==> config.mk <==
export PLATFORM = sky130hd
export DESIGN_NAME = instr_fetch_unit
export DESIGN_NICKNAME = d
export VERILOG_FILES = /design/src/rtl/instr_fetch_unit.sv
export SDC_FILE = /design/constraint.sdc
export NUM_CORES = 1
export LEC_CHECK = 0
export CAP_MARGIN = 0
export CELL_PAD_IN_SITES_DETAIL_PLACEMENT = 1
export CELL_PAD_IN_SITES_GLOBAL_PLACEMENT = 2
export CORE_MARGIN = 2
export CORE_UTILIZATION = 39
export DETAILED_ROUTE_END_ITERATION = 10
export HOLD_SLACK_MARGIN = 0.06
export PLACE_DENSITY_LB_ADDON = 0.1
export SETUP_SLACK_MARGIN = 0.15
export SLEW_MARGIN = 0
export SYNTH_ARGS = -nofsm -noshare
export SYNTH_HDL_FRONTEND = slang
export SYNTH_SLANG_ARGS = --single-unit
==> constraint.sdc <==
create_clock -name IFU_Clk -period 9.8 [get_ports IFU_Clk]
set_input_delay 0.98 -clock IFU_Clk [delete_from_list [all_inputs] [get_ports IFU_Clk]]
set_output_delay 0.98 -clock IFU_Clk [all_outputs]
set_load 0.02 [all_outputs]
==> src/rtl/instr_fetch_unit.sv <==
// Instruction fetch stage: owns the PC, covers the 1-cycle memory read latency and
// hands {PC, instruction} to decode through a 2-entry buffer, with redirect/flush.
module instr_fetch_unit #(
    parameter int unsigned ADDR_WIDTH   = 10,
    parameter logic [31:0] RESET_VECTOR = 32'h0000_0000
) (
    input  logic                  IFU_Clk,
    input  logic                  IFU_Reset,
    output logic [ADDR_WIDTH-1:0] IFU_Mem_Address,
    output logic                  IFU_Mem_Re,
    input  logic [31:0]           IFU_Mem_Data,
    input  logic                  IFU_Redirect_Valid,
    input  logic [31:0]           IFU_Redirect_Pc,
    output logic                  IFU_Instr_Valid,
    output logic [31:0]           IFU_Instr,
    output logic [31:0]           IFU_Pc,
    input  logic                  IFU_Instr_Ready
);

    logic [31:0] req_pc_q;
    logic [31:0] inflight_pc_q;
    logic        inflight_q;
    logic        kill_q;
    logic [31:0] buf_pc_q    [2];
    logic [31:0] buf_instr_q [2];
    logic        rd_ptr_q;
    logic        wr_ptr_q;
    logic [1:0]  count_q;

    logic        pop;
    logic        push;
    logic        issue;
    logic [2:0]  credit;

    assign pop    = IFU_Instr_Valid & IFU_Instr_Ready;
    // Buffered plus in-flight entries after this cycle's pop; never underflows since pop needs count>0.
    assign credit = {1'b0, count_q} + {2'b00, inflight_q} - {2'b00, pop};
    assign issue  = ~IFU_Redirect_Valid & (credit < 3'd2);
    assign push   = inflight_q & ~kill_q;

    always_ff @(posedge IFU_Clk or posedge IFU_Reset) begin
        if (IFU_Reset) begin
            req_pc_q      <= RESET_VECTOR;
            inflight_pc_q <= 32'h0;
            inflight_q    <= 1'b0;
            kill_q        <= 1'b0;
            rd_ptr_q      <= 1'b0;
            wr_ptr_q      <= 1'b0;
            count_q       <= 2'd0;
        end else if (IFU_Redirect_Valid) begin
            req_pc_q   <= IFU_Redirect_Pc & ~32'h3;
            kill_q     <= inflight_q;
            inflight_q <= 1'b0;
            rd_ptr_q   <= 1'b0;
            wr_ptr_q   <= 1'b0;
            count_q    <= 2'd0;
        end else begin
            kill_q     <= 1'b0;
            inflight_q <= issue;
            if (issue) begin
                inflight_pc_q <= req_pc_q;
                req_pc_q      <= req_pc_q + 32'd4;
            end
            if (push) wr_ptr_q <= ~wr_ptr_q;
            if (pop)  rd_ptr_q <= ~rd_ptr_q;
            count_q <= count_q + {1'b0, push} - {1'b0, pop};
        end
    end

    always_ff @(posedge IFU_Clk or posedge IFU_Reset) begin
        if (IFU_Reset) begin
            for (int i = 0; i < 2; i++) begin
                buf_pc_q[i]    <= 32'h0;
                buf_instr_q[i] <= 32'h0;
            end
        end else if (push && !IFU_Redirect_Valid) begin
            buf_pc_q[wr_ptr_q]    <= inflight_pc_q;
            buf_instr_q[wr_ptr_q] <= IFU_Mem_Data;
        end
    end

    assign IFU_Mem_Address = req_pc_q[ADDR_WIDTH-1:0];
    // Memory gates its read data with Re, so it must be high whenever out of reset.
    assign IFU_Mem_Re      = ~IFU_Reset;
    assign IFU_Instr_Valid = (count_q != 2'd0);
    assign IFU_Instr       = buf_instr_q[rd_ptr_q];
    assign IFU_Pc          = buf_pc_q[rd_ptr_q];

    // The credit check must make a push into a full buffer impossible.
    push_not_full_a : assert property (@(posedge IFU_Clk) disable iff (IFU_Reset)
        (push && count_q == 2'd2) |-> (pop || IFU_Redirect_Valid));

endmodule

# Yosys cells after proc, flatten, opt, wreduce, memory -nomap -nowiden
# Cells that the tools add are included.
# totals
regBits	198
inputBits	68
out_inout_bits	76
elab_cells	57
# classes
addsub	5
n_lt_le_gt_ge	4
n_mux	19
bitwise_logic	10
reduce_logical	8
# ops
op	n
2-to-1 mux 32 bit	9
bitwise mux 64 bit	2
adder 32 x 3 -> 32 bit, second input constant	1
demux 32 bit (select 1 bit)	1
nonzero test 2 bit	4
2-to-1 mux 1 bit	6
inverter 1 bit	5
greater-or-equal comparator 2 bit, second input constant	2
inverter 1 -> 2 bit	2
adder 2 x 1 -> 3 bit	1
bitwise AND 1 bit	3
less-than comparator 3 x 2 -> 1 bit, second input constant	1
subtractor 3 x 1 -> 3 bit	1
adder 2 x 1 -> 2 bit	1
logical AND 1 bit	2
less-than comparator 2 x 1 -> 1 bit, second input constant	1
2-to-1 mux 2 bit	1
AND reduction 2 bit	1
subtractor 2 x 1 -> 2 bit	1
logical NOT 1 bit	1

# Depth between registers and ports, before layout
# logic_depth
word_depth	7
mapped_depth	9
mapped_depth_nobuf	9

# Least setup slack after synthesis
# Ideal clock, no wire load.
# synth_timing
kind	input-to-output
startpoint	in IFU_Reset
endpoint	out IFU_Mem_Re
arrival_ps	4995
t_required_ps	8820
path_slack_ps	3825
path_stages	1
path_cell_list	inv_1
# synth_via
elab_chain_cells	1
# synth_lines
element	line	rtl
start, declared	8	input logic IFU_Reset,
inverter 1 bit	84	assign IFU_Mem_Re = ~IFU_Reset;
end, declared	10	output logic IFU_Mem_Re,
# Every way passes these cells.

# Worst setup path after layout
# layout_timing
startpoint	reg rd_ptr_q
endpoint	out IFU_Pc[10]
# layout_via
elab_chain_cells	4
# layout_lines
element	line	rtl
start, declared	26	logic rd_ptr_q;
start signal, assigned	65	if (pop) rd_ptr_q <= ~rd_ptr_q;
inverter 1 -> 2 bit (not written as such)	87	assign IFU_Pc = buf_pc_q[rd_ptr_q];
2-to-1 mux 32 bit (not written as such) (3 in a row)	87	
end, declared	16	output logic [31:0] IFU_Pc,
# Every way passes these cells. The select of a mux whose other input is x is not followed.

==> results.cfg <==
[synth]
synth_common_cells = mux2_2 (212), dfrtp_1 (190), nand2_1 (40), o21ai_0 (29), xor2_1 (23)
synth_cells = 631
synth.most_common_cell = mux2_2
yosys.area.top_type = dfrtp_1
syn-mean-instance-area_um2 = 13.45
yosys_register_bits = 190
yosys_warnings = 0
synth-async-reset-ratio = 1.000
synth_top_flop_cell = dfrtp_1
synth_top_area_frac = 0.5602
syn_area_um2 = 8487
ys_seq_area_frac = 0.5602
synth.area.top_cells = dfrtp_1 (56%), mux2_2 (28%), xor2_1 (2.4%), nand2_1 (1.8%), o21ai_0 (1.7%)
synth.distinct_cells = 36
synth-edff-count = 0

[clock_tree]
cts_buffer_depth = 2
clk_pin_slew_ns = 0.07
clk_latency_ns = 0.43
cts_resized = 0
cts.sinks = 190
numCtsBuffers = 17
post_cts_buffers = 0
cts_tree = yes
htreeDepth = 4
cts-hold-fix-buffers = 0
ctsRootBufferMaster = clkbuf_16

[layout]
seq_area_um2 = 4756
multi_input_area_um2 = 3520
fin_nets = 823
syn2layout_area_growth_pct = 25.09
fill_cells = 2157
fin_cells = 1040
diodes = 0
drive_above_1_share = 0.3438

[worst_setup_path]
worst-setup-path-type = reg2out
startpoint_type = flip-flop
arrival_ns = 2.86
worst-path-max-fanout = 33
required_ns = 8.82
crit_path_end_kind = output port

[route]
ant_nets = 0
wire_per_inst_um = 18.23
drc = 0
vias = 5309
drt_first_pass_iters = 4
drt-vias-per-instance = 5.105
wirelength_um = 18960
drtIter0Drc = 158

[power]
p_leak_nw = 4.378
ir_worst_vdd_v = 0.0001324
power_density_nw_per_um2 = 326.2
finalPower_mw = 3.464

[sta]
worst_slack_ns = 5.956
finalMaxSlewViolations = 0
finalSetupViolCount = 0
finalCriticalPeriod_ns = 3.844
clock_skew_ns = 0.01044
worst_pin_slew_ns = 1.011
max_freq_ghz = 0.2601
fin_setup_tns_ns = 0
fin_crit_sh = 0.3923
holdWs_ns = 0.4939
hold_viol_final = 0
rsz0062_at_grt = false
relSlewSlack = 0.3242

[place]
dp_cells = 1008
dpl.hpwl_um = 12540
globalplace.congestion = 0.7736
io_buffer_count = 137
place_ws_ns = 5.661

[die]
die_h_um = 151.5
coreArea_um2 = 21220
pin_count = 144
initial_utilization = 0.3999
rows = 53
die_area_um2 = 22960
die_width_um = 151.5

[global_route]
grt_use_total = 0.1748
grt_max_degree = 116
grt_first_pass_wirelength_um = 30970
antenna_found_initial = 0
grt_pass1_vias = 5905
overflow = 0

[min_path]
hp-class = reg2reg

[run]
maxCapViolCount = 0

[run_status]
status = complete, no violations
[metal layers]
| metal | global-route usage | part of all wire | up-vias |
|---|---|---|---|
| li1 | - | - | 2464 |
| met1 | 0.2237 | 0.44 | 2730 |
| met2 | 0.3011 | 0.51 | 99 |
| met3 | 0.03234 | 0.038 | 16 |
| met4 | 0.05556 | 0.012 | 0 |
| met5 | 0 | 0 | - |
[logic make-up (layout without fill, tap and decap cells)]
kind of cell | Yosys count | in the layout | share of synthesized area
other cells | 1 | 4 | 0.0004419
fa+ha+maj | 3 | 3 | 0.005307
xor+xnor | 29 | 29 | 0.02993
simple gates | 107 | 107 | 0.06487
flops | 190 | 190 | 0.5602
mux | 217 | 217 | 0.2878
compound gates | 37 | 37 | 0.02285
buf+inv | 47 | 178 | 0.02860
[state kept, by name, summed over array words and instances (netlist names)]
register,count
req_pc_q,30
inflight_pc_q,30
inflight_q,1
buf_pc_q,60
kill_q,1
buf_instr_q,64
wr_ptr_q,1
rd_ptr_q,1
count_q,2
[cell type report]
cell class,instances,area share
Timing Repair Buffer,144,0.1336
Clock buffer,18,0.04137
Tap cell,275,0.03241
Sequential cell,190,0.4480
Clock inverter,14,0.01167
Multi-Input combinational cell,397,0.3315
Inverter,2,0.001414
[worst paths after layout]
path / start / to / slack, ns / cells past startpoint
hold reg to reg: buf_pc_q[53]$_DFFE_PP0P_ / buf_pc_q[53]$_DFFE_PP0P_ / 0.49 / 1
hold / removal: buf_pc_q[53]$_DFFE_PP0P_ / buf_pc_q[53]$_DFFE_PP0P_ / 0.49 / 1
max in group asynchronous: IFU_Reset / kill_q$_DFF_PP0_ / 7.23 / 3
setup / recovery: rd_ptr_q$_DFFE_PP0P_ / IFU_Pc[10] / 5.96 / 3
setup reg to reg: count_q[1]$_DFF_PP0_ / inflight_pc_q[3]$_DFFE_PP0P_ / 6.70 / 8
min in group asynchronous: IFU_Reset / buf_instr_q[23]$_DFFE_PP0P_ / 1.10 / 2
[metrics by stage]
| stage | utilization | cell area [um^2] |
|---|---|---|
| after floorplan | - | 8498 |
| after global placement | 0.4738 | 10050 |
| after detailed placement | 0.4738 | 10050 |
| after CTS | 0.5003 | 10620 |
| after global routing | 0.5003 | 10620 |
| final | 0.5003 | 10620 |
[placed cells by master, fill, tap and decap left out, types with 2 or more instances in the layout]
cell type	Yosys	routed
mux2_2	212	212
dfrtp_1	190	189
clkdlybuf4s50_1	0	136
nand2_1	40	40
o21ai_0	29	29
xor2_1	23	23
clkbuf_16	0	17
nor2_1	15	14
nand4_1	13	13
nand3_1	11	11
buf_4	12	7
xnor2_1	6	6
inv_8	0	5
and3_1	5	5
or3_1	5	5
a31oi_1	5	5
mux2_1	4	4
conb_1	1	4
inv_6	0	4
nor2b_1	3	3
nor3_1	3	3
clkinv_4	0	3
nor3_4	1	2
a21oi_1	2	2
and2_1	2	2
ha_1	2	2
clkinv_2	0	2
[report_power, final]
part / internal (mW) / switching (mW) / leakage [nW]
logic: 0.826 / 0.636 / 1.79
registers: 1.13 / 0.216 / 2.31
clock network: 0.342 / 0.316 / 0.279
[critical path, cell delays in order, from the launching register on]
cell and delay [ns]:
dfrtp_2 0.88, buf_4 0.58, mux2_2 0.42, clkdlybuf4s50_1 0.54
No activity file was read; power rests on OpenSTA's default activity.
